==> config.mk <==
export PLATFORM = sky130hd
export DESIGN_NAME = mem_port_arb_flat
export DESIGN_NICKNAME = d
export VERILOG_FILES = /design/src/rtl/mem_port_arb_if.sv /design/src/rtl/mem_port_arb.sv /design/src/flat_wrapper.sv
export SDC_FILE = /design/constraint.sdc
export NUM_CORES = 1
export LEC_CHECK = 0
export CAP_MARGIN = 40
export CORE_MARGIN = 2
export CORE_UTILIZATION = 43
export DETAILED_ROUTE_END_ITERATION = 12
export MAX_ROUTING_LAYER = met4
export PLACE_DENSITY = 0.86
export SLEW_MARGIN = 30
export SYNTH_ARGS = -nofsm -noshare
export SYNTH_HDL_FRONTEND = slang
export SYNTH_SLANG_ARGS = --single-unit
==> constraint.sdc <==
create_clock -name clk -period 4.8 [get_ports clk]
set_input_delay 1.2 -clock clk [delete_from_list [all_inputs] [get_ports clk]]
set_output_delay 1.2 -clock clk [all_outputs]
set_load 0.1 [all_outputs]
==> src/rtl/mem_port_arb_if.sv <==
// mem_port_arb_if
// Bundles the fetch port, the data port and the shared memory port of the
// arbiter, plus the err/busy status outputs.
//   slave  : arbiter view (requests and mem responses in, acks and mem drive out)
//   master : environment view (requesters and memory model)
interface mem_port_arb_if;
    // fetch port
    logic        if_req;
    logic [31:0] if_addr;
    logic        if_ack;
    logic [31:0] if_rdata;
    // data port
    logic        dm_req;
    logic        dm_we;
    logic [31:0] dm_addr;
    logic [31:0] dm_wdata;
    logic        dm_ack;
    logic [31:0] dm_rdata;
    // shared memory port
    logic        mem_req;
    logic        mem_we;
    logic [31:0] mem_addr;
    logic [31:0] mem_wdata;
    logic [31:0] mem_rdata;
    logic        mem_ack;
    // status
    logic        err;
    logic        busy;

    modport slave (
        input  if_req, if_addr,
        output if_ack, if_rdata,
        input  dm_req, dm_we, dm_addr, dm_wdata,
        output dm_ack, dm_rdata,
        output mem_req, mem_we, mem_addr, mem_wdata,
        input  mem_rdata, mem_ack,
        output err, busy
    );

    modport master (
        output if_req, if_addr,
        input  if_ack, if_rdata,
        output dm_req, dm_we, dm_addr, dm_wdata,
        input  dm_ack, dm_rdata,
        input  mem_req, mem_we, mem_addr, mem_wdata,
        output mem_rdata, mem_ack,
        input  err, busy
    );
endinterface

==> src/rtl/mem_port_arb.sv <==
// mem_port_arb
// Arbitrates a fetch port and a data port onto one shared memory port, one
// transfer at a time. The data port has priority; after STARVE_MAX
// consecutive data grants with fetch waiting, fetch wins. A transfer not
// acknowledged within TMO_CYC cycles completes with err and rdata=0.
// Ports:
//   clk  : clock, rising edge
//   rst  : synchronous active-high reset
//   bus  : mem_port_arb_if.slave (fetch, data and memory ports, err, busy)
//
// state | meaning
// IDLE  | no transfer; arbitrate pending requests and latch the winner
// ISSUE | mem_req high with latched command; wait for mem_ack or timeout
// RESP  | one-cycle ack pulse to the winner with rdata (and err)
module mem_port_arb #(
    parameter int STARVE_MAX = 2,
    parameter int TMO_CYC    = 64
) (
    input  logic           clk,
    input  logic           rst,
    mem_port_arb_if.slave  bus
);
    localparam int SW = (STARVE_MAX > 0) ? $clog2(STARVE_MAX + 1) : 1;
    localparam int TW = (TMO_CYC > 1) ? $clog2(TMO_CYC) : 1;
    localparam logic [SW-1:0] STREAK_MAX = SW'(STARVE_MAX);
    localparam logic [TW-1:0] TMO_LAST   = TW'(TMO_CYC - 1);

    typedef enum logic [1:0] {IDLE, ISSUE, RESP} state_t;

    state_t        state_q,  state_d;
    logic          fetch_q,  fetch_d;
    logic          we_q,     we_d;
    logic [31:0]   addr_q,   addr_d;
    logic [31:0]   wdata_q,  wdata_d;
    logic [31:0]   rdata_q,  rdata_d;
    logic          err_q,    err_d;
    logic [SW-1:0] streak_q, streak_d;
    logic [TW-1:0] tmo_q,    tmo_d;

    logic fetch_win;

    always_comb begin
        state_d   = state_q;
        fetch_d   = fetch_q;
        we_d      = we_q;
        addr_d    = addr_q;
        wdata_d   = wdata_q;
        rdata_d   = rdata_q;
        err_d     = err_q;
        streak_d  = streak_q;
        tmo_d     = tmo_q;
        fetch_win = 1'b0;

        case (state_q)
            IDLE: begin
                if (bus.if_req || bus.dm_req) begin
                    fetch_win = bus.if_req && (!bus.dm_req || (streak_q == STREAK_MAX));
                    fetch_d   = fetch_win;
                    if (fetch_win) begin
                        we_d     = 1'b0;
                        addr_d   = bus.if_addr;
                        wdata_d  = 32'h0;
                        streak_d = '0;
                    end else begin
                        we_d    = bus.dm_we;
                        addr_d  = bus.dm_addr;
                        wdata_d = bus.dm_wdata;
                        // Streak only grows while fetch is actually waiting.
                        if (!bus.if_req)
                            streak_d = '0;
                        else if (streak_q != STREAK_MAX)
                            streak_d = streak_q + SW'(1);
                    end
                    rdata_d = 32'h0;
                    err_d   = 1'b0;
                    tmo_d   = '0;
                    state_d = ISSUE;
                end
            end
            ISSUE: begin
                // An ack in the timeout cycle still counts as a normal completion.
                if (bus.mem_ack) begin
                    rdata_d = we_q ? 32'h0 : bus.mem_rdata;
                    state_d = RESP;
                end else if (tmo_q == TMO_LAST) begin
                    rdata_d = 32'h0;
                    err_d   = 1'b1;
                    state_d = RESP;
                end else begin
                    tmo_d = tmo_q + TW'(1);
                end
            end
            RESP: begin
                state_d = IDLE;
            end
            default: begin
                state_d = IDLE;
            end
        endcase
    end

    always_ff @(posedge clk) begin
        if (rst) begin
            state_q  <= IDLE;
            fetch_q  <= 1'b0;
            we_q     <= 1'b0;
            addr_q   <= 32'h0;
            wdata_q  <= 32'h0;
            rdata_q  <= 32'h0;
            err_q    <= 1'b0;
            streak_q <= '0;
            tmo_q    <= '0;
        end else begin
            state_q  <= state_d;
            fetch_q  <= fetch_d;
            we_q     <= we_d;
            addr_q   <= addr_d;
            wdata_q  <= wdata_d;
            rdata_q  <= rdata_d;
            err_q    <= err_d;
            streak_q <= streak_d;
            tmo_q    <= tmo_d;
        end
    end

    logic in_issue;
    logic in_resp;
    assign in_issue = (state_q == ISSUE);
    assign in_resp  = (state_q == RESP);

    assign bus.mem_req   = in_issue;
    assign bus.mem_we    = in_issue & we_q;
    assign bus.mem_addr  = in_issue ? addr_q  : 32'h0;
    assign bus.mem_wdata = in_issue ? wdata_q : 32'h0;

    assign bus.if_ack   = in_resp & fetch_q;
    assign bus.dm_ack   = in_resp & ~fetch_q;
    assign bus.if_rdata = (in_resp &  fetch_q) ? rdata_q : 32'h0;
    assign bus.dm_rdata = (in_resp & ~fetch_q) ? rdata_q : 32'h0;
    assign bus.err      = in_resp & err_q;
    assign bus.busy     = (state_q != IDLE);
endmodule
==> src/flat_wrapper.sv <==
// flat-port wrapper written by rule: the top's interface ports become plain ports
module mem_port_arb_flat 
#(
    parameter int STARVE_MAX = 2,
    parameter int TMO_CYC    = 64
)
  (clk, rst, bus_if_req, bus_if_addr, bus_if_ack, bus_if_rdata, bus_dm_req, bus_dm_we, bus_dm_addr, bus_dm_wdata, bus_dm_ack, bus_dm_rdata, bus_mem_req, bus_mem_we, bus_mem_addr, bus_mem_wdata, bus_mem_rdata, bus_mem_ack, bus_err, bus_busy);
  mem_port_arb_if bus_i ();
  input  logic clk;
  input  logic rst;
  input wire logic [$bits(bus_i.if_req)-1:0] bus_if_req;
  input wire logic [$bits(bus_i.if_addr)-1:0] bus_if_addr;
  output wire logic [$bits(bus_i.if_ack)-1:0] bus_if_ack;
  output wire logic [$bits(bus_i.if_rdata)-1:0] bus_if_rdata;
  input wire logic [$bits(bus_i.dm_req)-1:0] bus_dm_req;
  input wire logic [$bits(bus_i.dm_we)-1:0] bus_dm_we;
  input wire logic [$bits(bus_i.dm_addr)-1:0] bus_dm_addr;
  input wire logic [$bits(bus_i.dm_wdata)-1:0] bus_dm_wdata;
  output wire logic [$bits(bus_i.dm_ack)-1:0] bus_dm_ack;
  output wire logic [$bits(bus_i.dm_rdata)-1:0] bus_dm_rdata;
  output wire logic [$bits(bus_i.mem_req)-1:0] bus_mem_req;
  output wire logic [$bits(bus_i.mem_we)-1:0] bus_mem_we;
  output wire logic [$bits(bus_i.mem_addr)-1:0] bus_mem_addr;
  output wire logic [$bits(bus_i.mem_wdata)-1:0] bus_mem_wdata;
  input wire logic [$bits(bus_i.mem_rdata)-1:0] bus_mem_rdata;
  input wire logic [$bits(bus_i.mem_ack)-1:0] bus_mem_ack;
  output wire logic [$bits(bus_i.err)-1:0] bus_err;
  output wire logic [$bits(bus_i.busy)-1:0] bus_busy;
  assign bus_i.if_req = bus_if_req;
  assign bus_i.if_addr = bus_if_addr;
  assign bus_if_ack = bus_i.if_ack;
  assign bus_if_rdata = bus_i.if_rdata;
  assign bus_i.dm_req = bus_dm_req;
  assign bus_i.dm_we = bus_dm_we;
  assign bus_i.dm_addr = bus_dm_addr;
  assign bus_i.dm_wdata = bus_dm_wdata;
  assign bus_dm_ack = bus_i.dm_ack;
  assign bus_dm_rdata = bus_i.dm_rdata;
  assign bus_mem_req = bus_i.mem_req;
  assign bus_mem_we = bus_i.mem_we;
  assign bus_mem_addr = bus_i.mem_addr;
  assign bus_mem_wdata = bus_i.mem_wdata;
  assign bus_i.mem_rdata = bus_mem_rdata;
  assign bus_i.mem_ack = bus_mem_ack;
  assign bus_err = bus_i.err;
  assign bus_busy = bus_i.busy;
  mem_port_arb #(.STARVE_MAX(STARVE_MAX), .TMO_CYC(TMO_CYC)) u_core (.clk(clk), .rst(rst), .bus(bus_i));
endmodule
* Word level (Yosys, flattened, before mapping)
Index checks and enable logic that the tools add are counted.
** Operators by class
- Bitwise operators :: 5
- Equal/unequal tests :: 11
- Mux-type cells :: 27
- Reduce and logical (&&, ||, !) cells :: 13
- $add $sub $neg :: 2
** Operator list (count)
- $mux 32 :: 10
- $pmux 32 s2 :: 1
- $mux 6 :: 3
- $mux 2 :: 6
- $pmux 6 s2 :: 1
- $ne 2x2->1 const B :: 4
- $reduce_and 4->1 :: 2
- $add 6x1->6 const B :: 1
- $eq 6x6->1 const B :: 1
- $reduce_and 3->1 :: 2
- $and 1x1->1 :: 4
- $eq 2x2->1 const B :: 2
- $mux 1 :: 4
- $pmux 2 s2 :: 1
- $reduce_and 2->1 :: 2
- $reduce_bool 2->1 :: 2
- $ne 3x1->1 const B :: 1
- $ne 3x3->1 const B :: 1
- $add 2x1->2 const B :: 1
- $eq 2x1->1 const B :: 1
- $logic_not 2->1 :: 1
- $logic_or 1x1->1 :: 2
- $ne 2x1->1 const B :: 1
- $pmux 1 s2 :: 1
- other kinds (3) :: 3
** Storage, ports and cells
- Word-level logic and storage cells :: 67
- Output and inout bits :: 134
- Register bits after elaboration :: 109

* Longest topological paths before layout
- Depth after elaboration :: 5
- Gate-level depth with buffers :: 6
- Mapped depth without buffers :: 5

* Worst setup path before layout
Ideal clock, no wire load.
- Path type :: register to output
- Start point :: register u_core.state_q[1]
- End point :: output bus_dm_rdata[22]
- Data required time :: 3600 ps
- Data arrival time :: 2664 ps
- Buffers on the path :: 1
- Stages on the path, launching flop included :: 4
- Slack :: 936 ps
- Path through :: dfxtp_1 nor3b_1 clkbuf_1 and2_1
** Between the ends
- Cells in the longest elaborated chain, start to end :: 3
** Ends and longest elaborated chain
- start: declaration :: RTL line mem_port_arb.sv:30 : state_t state_q, state_d;
- start signal: assignment :: RTL line mem_port_arb.sv:114 : state_q <= state_d;
- $eq 2x2->1 :: RTL line mem_port_arb.sv:129 : assign in_resp = (state_q == RESP);
- $and 1x1->1
- net bus_dm_ack :: RTL line flat_wrapper.sv:19 : output wire logic [$bits(bus_i.dm_ack)-1:0] bus_dm_ack;
- $mux 32 :: RTL line mem_port_arb.sv:139 : assign bus.dm_rdata = (in_resp & ~fetch_q) ? rdata_q : 32'h0;
- end: declaration :: RTL line flat_wrapper.sv:20 : output wire logic [$bits(bus_i.dm_rdata)-1:0] bus_dm_rdata;
The timed path passes the listed nets, and every way through them passes these cells.

* Worst setup path in the final report
- Start point :: register u_core.state_q[1]
- End point :: output bus_dm_ack
** Between the ends
- Cells in the longest elaborated chain, start to end :: 2
** Ends and longest elaborated chain
- $eq 2x2->1 :: RTL line mem_port_arb.sv:129
- $and 1x1->1 :: RTL line mem_port_arb.sv:137 : assign bus.dm_ack = in_resp & ~fetch_q;
- end: declaration :: RTL line flat_wrapper.sv:19
No other way between the ends.

==> flow_summary.rst <==
.. list-table::
   :header-rows: 1

   * - Metric
     - Value
   * - Clock-pin slew on the worst setup and hold paths
     - 70 ps
   * - Clock Path Buffers
     - 2
   * - Fmax
     - 279 MHz
   * - Type of the most critical hold path
     - flip-flop to flip-flop
   * - Number of unique standard cell types used by synthesis
     - 36
   * - ANT cells
     - 0
   * - Async S/R FF share, synth
     - 0%
   * - Mean area per synthesized cell
     - 8.51 µm²
   * - Fraction of the mapped netlist area in compound gates
     - 20.0%
   * - Source of the worst hold timing path
     - u_core.streak_q[0]
   * - Count of state elements after synthesis
     - 109
   * - Initial antenna violation count
     - 0
   * - Setup Crit Path Kind
     - flip-flop to primary output
   * - Measured slew at the worst slew-check pin
     - 802 ps
   * - Number of buffers inserted during clock tree synthesis
     - 9
   * - Latest clock arrival within the worst-skew pair
     - 340 ps
   * - Clock tree from TritonCTS
     - done
   * - Critical register-to-register path startpoint
     - u_core.state_q[1]
   * - Min setup slack post-route
     - 1220 ps
   * - Die Y
     - 114 µm
   * - Violation count after the first detailed-routing iteration
     - 342
   * - Core footprint
     - 0.0119 mm²
   * - Post-synthesis instance total
     - 613
   * - Adder and majority cell fraction of the synthesized area
     - 0.480%
   * - Area post-placement
     - 0.00861 mm²
   * - Detailed-routing iteration count for the pre-antenna-repair pass
     - 5
   * - Vias after detailed routing
     - 5,368
   * - Final critical-path share of the clock period
     - 74.6%
   * - Critical Path Start Type
     - flip-flop
   * - Hold Vio Cnt, Final
     - 0
   * - Global-route wire length before repair
     - 25,400 µm
   * - Row count
     - 40
   * - Count of final max-slew check failures
     - 0
   * - Pwr dens
     - 275 mW/mm²
   * - Routability Congestion
     - 0.786
   * - Final worst hold slack
     - 461 ps
   * - Die Footprint
     - 0.0130 mm²
   * - Minimum clock period
     - 3580 ps
   * - Required time at the worst-slack endpoint
     - 3600 ps
   * - Number of synthesized flops with an enable pin
     - 0
   * - Number of global-route vias before repair
     - 5,355
   * - Depth of the CTS H-tree
     - 3
   * - Setup repair after global routing missed its margin
     - no
   * - Max_cap viols
     - 0
   * - CTS resizes
     - 0
   * - Instance count along the most critical hold path
     - 2
   * - Number of clock sinks
     - 109
   * - Predominant post-synthesis flop cell
     - sky130_fd_sc_hd__dfxtp_1
   * - Post-Synthesis Cell Area
     - 0.00522 mm²
   * - Number of top-level pins
     - 268
   * - Final Core Density
     - 74.7%
   * - Slew Limit Headroom
     - 46.5%
   * - Fraction of final layout cells with drive strength greater than 1
     - 20.3%
   * - Proportion of synthesized area in mux cells
     - 6.35%
   * - Initial cell density of the core
     - 43.8%
   * - Signed area change from the synthesized netlist to the final layout
     - 70.5%
   * - Final std cell area, no fill
     - 0.00889 mm²
   * - Setup_tns
     - 0 ps
   * - Total setup buffers inserted after CTS
     - 0
   * - Depth of the worst register-to-register path
     - 5
   * - Post-detailed-placement half-perimeter wirelength
     - 12,200 µm
   * - Post-synth net total
     - 749
   * - Final antenna-violating net count
     - 0
   * - Worst Skew
     - 7.85 ps
   * - Die width
     - 114 µm
   * - Share of synthesized area occupied by flip-flops and latches
     - 41.8%
   * - Synthesis warning total
     - 0
   * - Total length of routed wires
     - 16,300 µm
   * - Post-detailed-route DRC marker count
     - 0
   * - Main combinational cell family by area after synthesis
     - simple AND/OR/NAND/NOR gates
   * - Leak
     - 3.65 nW
   * - Number of nets in the final layout
     - 990
   * - Crit Path Max Fanout
     - 23
   * - Fraction of the mapped netlist area in simple logic gates
     - 26.3%
   * - Startpoint of the worst setup timing path
     - u_core.state_q[1]
   * - CTS root buffer
     - sky130_fd_sc_hd__clkbuf_16
   * - Element type at the critical path end
     - primary output
   * - Number of buffers added on ports
     - 267
   * - Hold-fix buffer count after cts
     - 0
   * - Final setup viols
     - 0
   * - Routed wire per std cell
     - 16.2 µm
   * - Post-Synth XOR/XNOR Area
     - 0%
   * - Maximum number of pins on one net before global-route repair
     - 110
   * - Pre-CTS setup slack
     - 1360 ps
   * - Worst IR Drop VDD
     - 0.200 mV
   * - Average via count per standard cell
     - 5.34
   * - GRT Util Overall
     - 25.1%
   * - Remaining global-route overflow
     - 0
   * - Data arrival time of the critical path
     - 2380 ps
   * - Run status
     - completed
==> kinds of logic after synthesis <==
family	after synthesis
and+or+nand+nor	258
AOI/OAI and AO/OA	150
DFF	109
buffers and inverters	61
muxes	33
adders and majority gates	2
==> per-layer routing <==
| layer | track usage (%) | up-vias | wire [µm] |
|---|---|---|---|
| li1 | - | 2607 | - |
| met1 | 26.1 | 2491 | 6050 |
| met2 | 44.7 | 237 | 8410 |
| met3 | 6.46 | 33 | 1350 |
| met4 | 11.1 | 0 | 503 |
| met5 | - | - | 0 |
==> synth_stat cells, types with 2 or more instances <==
library cell / count / area share, %
sky130_fd_sc_hd__and2_1: 130 / 16
sky130_fd_sc_hd__dfxtp_1: 109 / 42
sky130_fd_sc_hd__nor2_1: 69 / 5.0
sky130_fd_sc_hd__a21oi_1: 39 / 3.7
sky130_fd_sc_hd__nand2_1: 37 / 2.7
sky130_fd_sc_hd__clkbuf_1: 34 / 2.4
sky130_fd_sc_hd__o211ai_1: 34 / 4.9
sky130_fd_sc_hd__a211oi_1: 33 / 4.7
sky130_fd_sc_hd__a22oi_1: 33 / 4.7
sky130_fd_sc_hd__mux2i_1: 32 / 6.1
sky130_fd_sc_hd__buf_2: 13 / 1.2
sky130_fd_sc_hd__nand3_1: 7 / 0.67
sky130_fd_sc_hd__buf_4: 6 / 0.86
sky130_fd_sc_hd__inv_1: 5 / 0.36
sky130_fd_sc_hd__buf_1: 3 / 0.22
sky130_fd_sc_hd__nand2b_1: 3 / 0.36
sky130_fd_sc_hd__a2bb2oi_1: 2 / 0.34
sky130_fd_sc_hd__a31oi_1: 2 / 0.24
sky130_fd_sc_hd__ha_1: 2 / 0.48
sky130_fd_sc_hd__nand4b_1: 2 / 0.34
sky130_fd_sc_hd__nor3b_1: 2 / 0.29
sky130_fd_sc_hd__o21ai_2: 2 / 0.34
==> registers in the layout, indices dropped and copies added (netlist names) <==
name and cells:
u_core.wdata_q 32, u_core.fetch_q 1, u_core.addr_q 32, u_core.streak_q 2
u_core.we_q 1, u_core.rdata_q 32, u_core.err_q 1, u_core.state_q 2
u_core.tmo_q 6
==> worst paths after layout <==
check,slack (ps),to
max,1220,bus_dm_ack
min,460,u_core.streak_q[0]
min reg2reg,460,u_core.streak_q[0]
max reg2reg,2650,u_core.err_q
==> cell type report <==
cell class / count / area (µm²)
clock buffers: 9 / 225
clock inverters: 7 / 50.0
fillers: 806 / 3020
inverters: 5 / 18.8
multi-input cells: 443 / 2800
flip-flops and latches: 109 / 2180
well taps: 147 / 184
repair buffers: 286 / 3440
==> where the power goes <==
| group | leakage (nW) | switching (mW) | internal [mW] |
|---|---|---|---|
| logic | 2.61 | 0.441 | 0.303 |
| clock network | 0.140 | 0.343 | 0.355 |
| registers | 0.893 | 0.0356 | 0.970 |
| total | 3.65 | 0.819 | 1.63 |
==> critical path, cell delays in order (launching register included) <==
cell	delay [ps]
sky130_fd_sc_hd__dfxtp_1	440
sky130_fd_sc_hd__nor3b_2	540
sky130_fd_sc_hd__buf_4	310
sky130_fd_sc_hd__clkdlybuf4s50_1	540
sky130_fd_sc_hd__buf_8	200
==> placed cells by master, fill, tap and decap left out, drive strengths merged <==
| master | count |
|---|---|
| inv | 7 |
| dfxtp | 109 |
| clkbuf | 9 |
| or4 | 1 |
| and2 | 130 |
| a211oi | 34 |
| o21ai | 2 |
| a21oi | 39 |
| a2bb2oi | 2 |
| nand3b | 1 |
| and3b | 1 |
| or3 | 1 |
| o21ba | 1 |
| nand3 | 7 |
| nand4b | 2 |
| a31oi | 2 |
| clkdlybuf4s50 | 140 |
| nand2b | 3 |
| ha | 2 |
| o21a | 1 |
| nor2 | 69 |
| mux2i | 32 |
| nor3b | 4 |
| a211o | 1 |
| a22oi | 33 |
| nand2 | 37 |
| nor3 | 1 |
| clkinv | 5 |
| buf | 146 |
| o311ai | 1 |
| mux2 | 1 |
| or2 | 1 |
| o211ai | 34 |
==> stage by stage <==
stage	power, mW	instances
2_1_floorplan	1.45	613
3_3_place_gp	1.72	978
3_5_place_dp	1.77	989
4_1_cts	2.46	1005
5_1_grt	2.55	1006
6_report	2.45	1006
(Power assumes the default switching activity.)
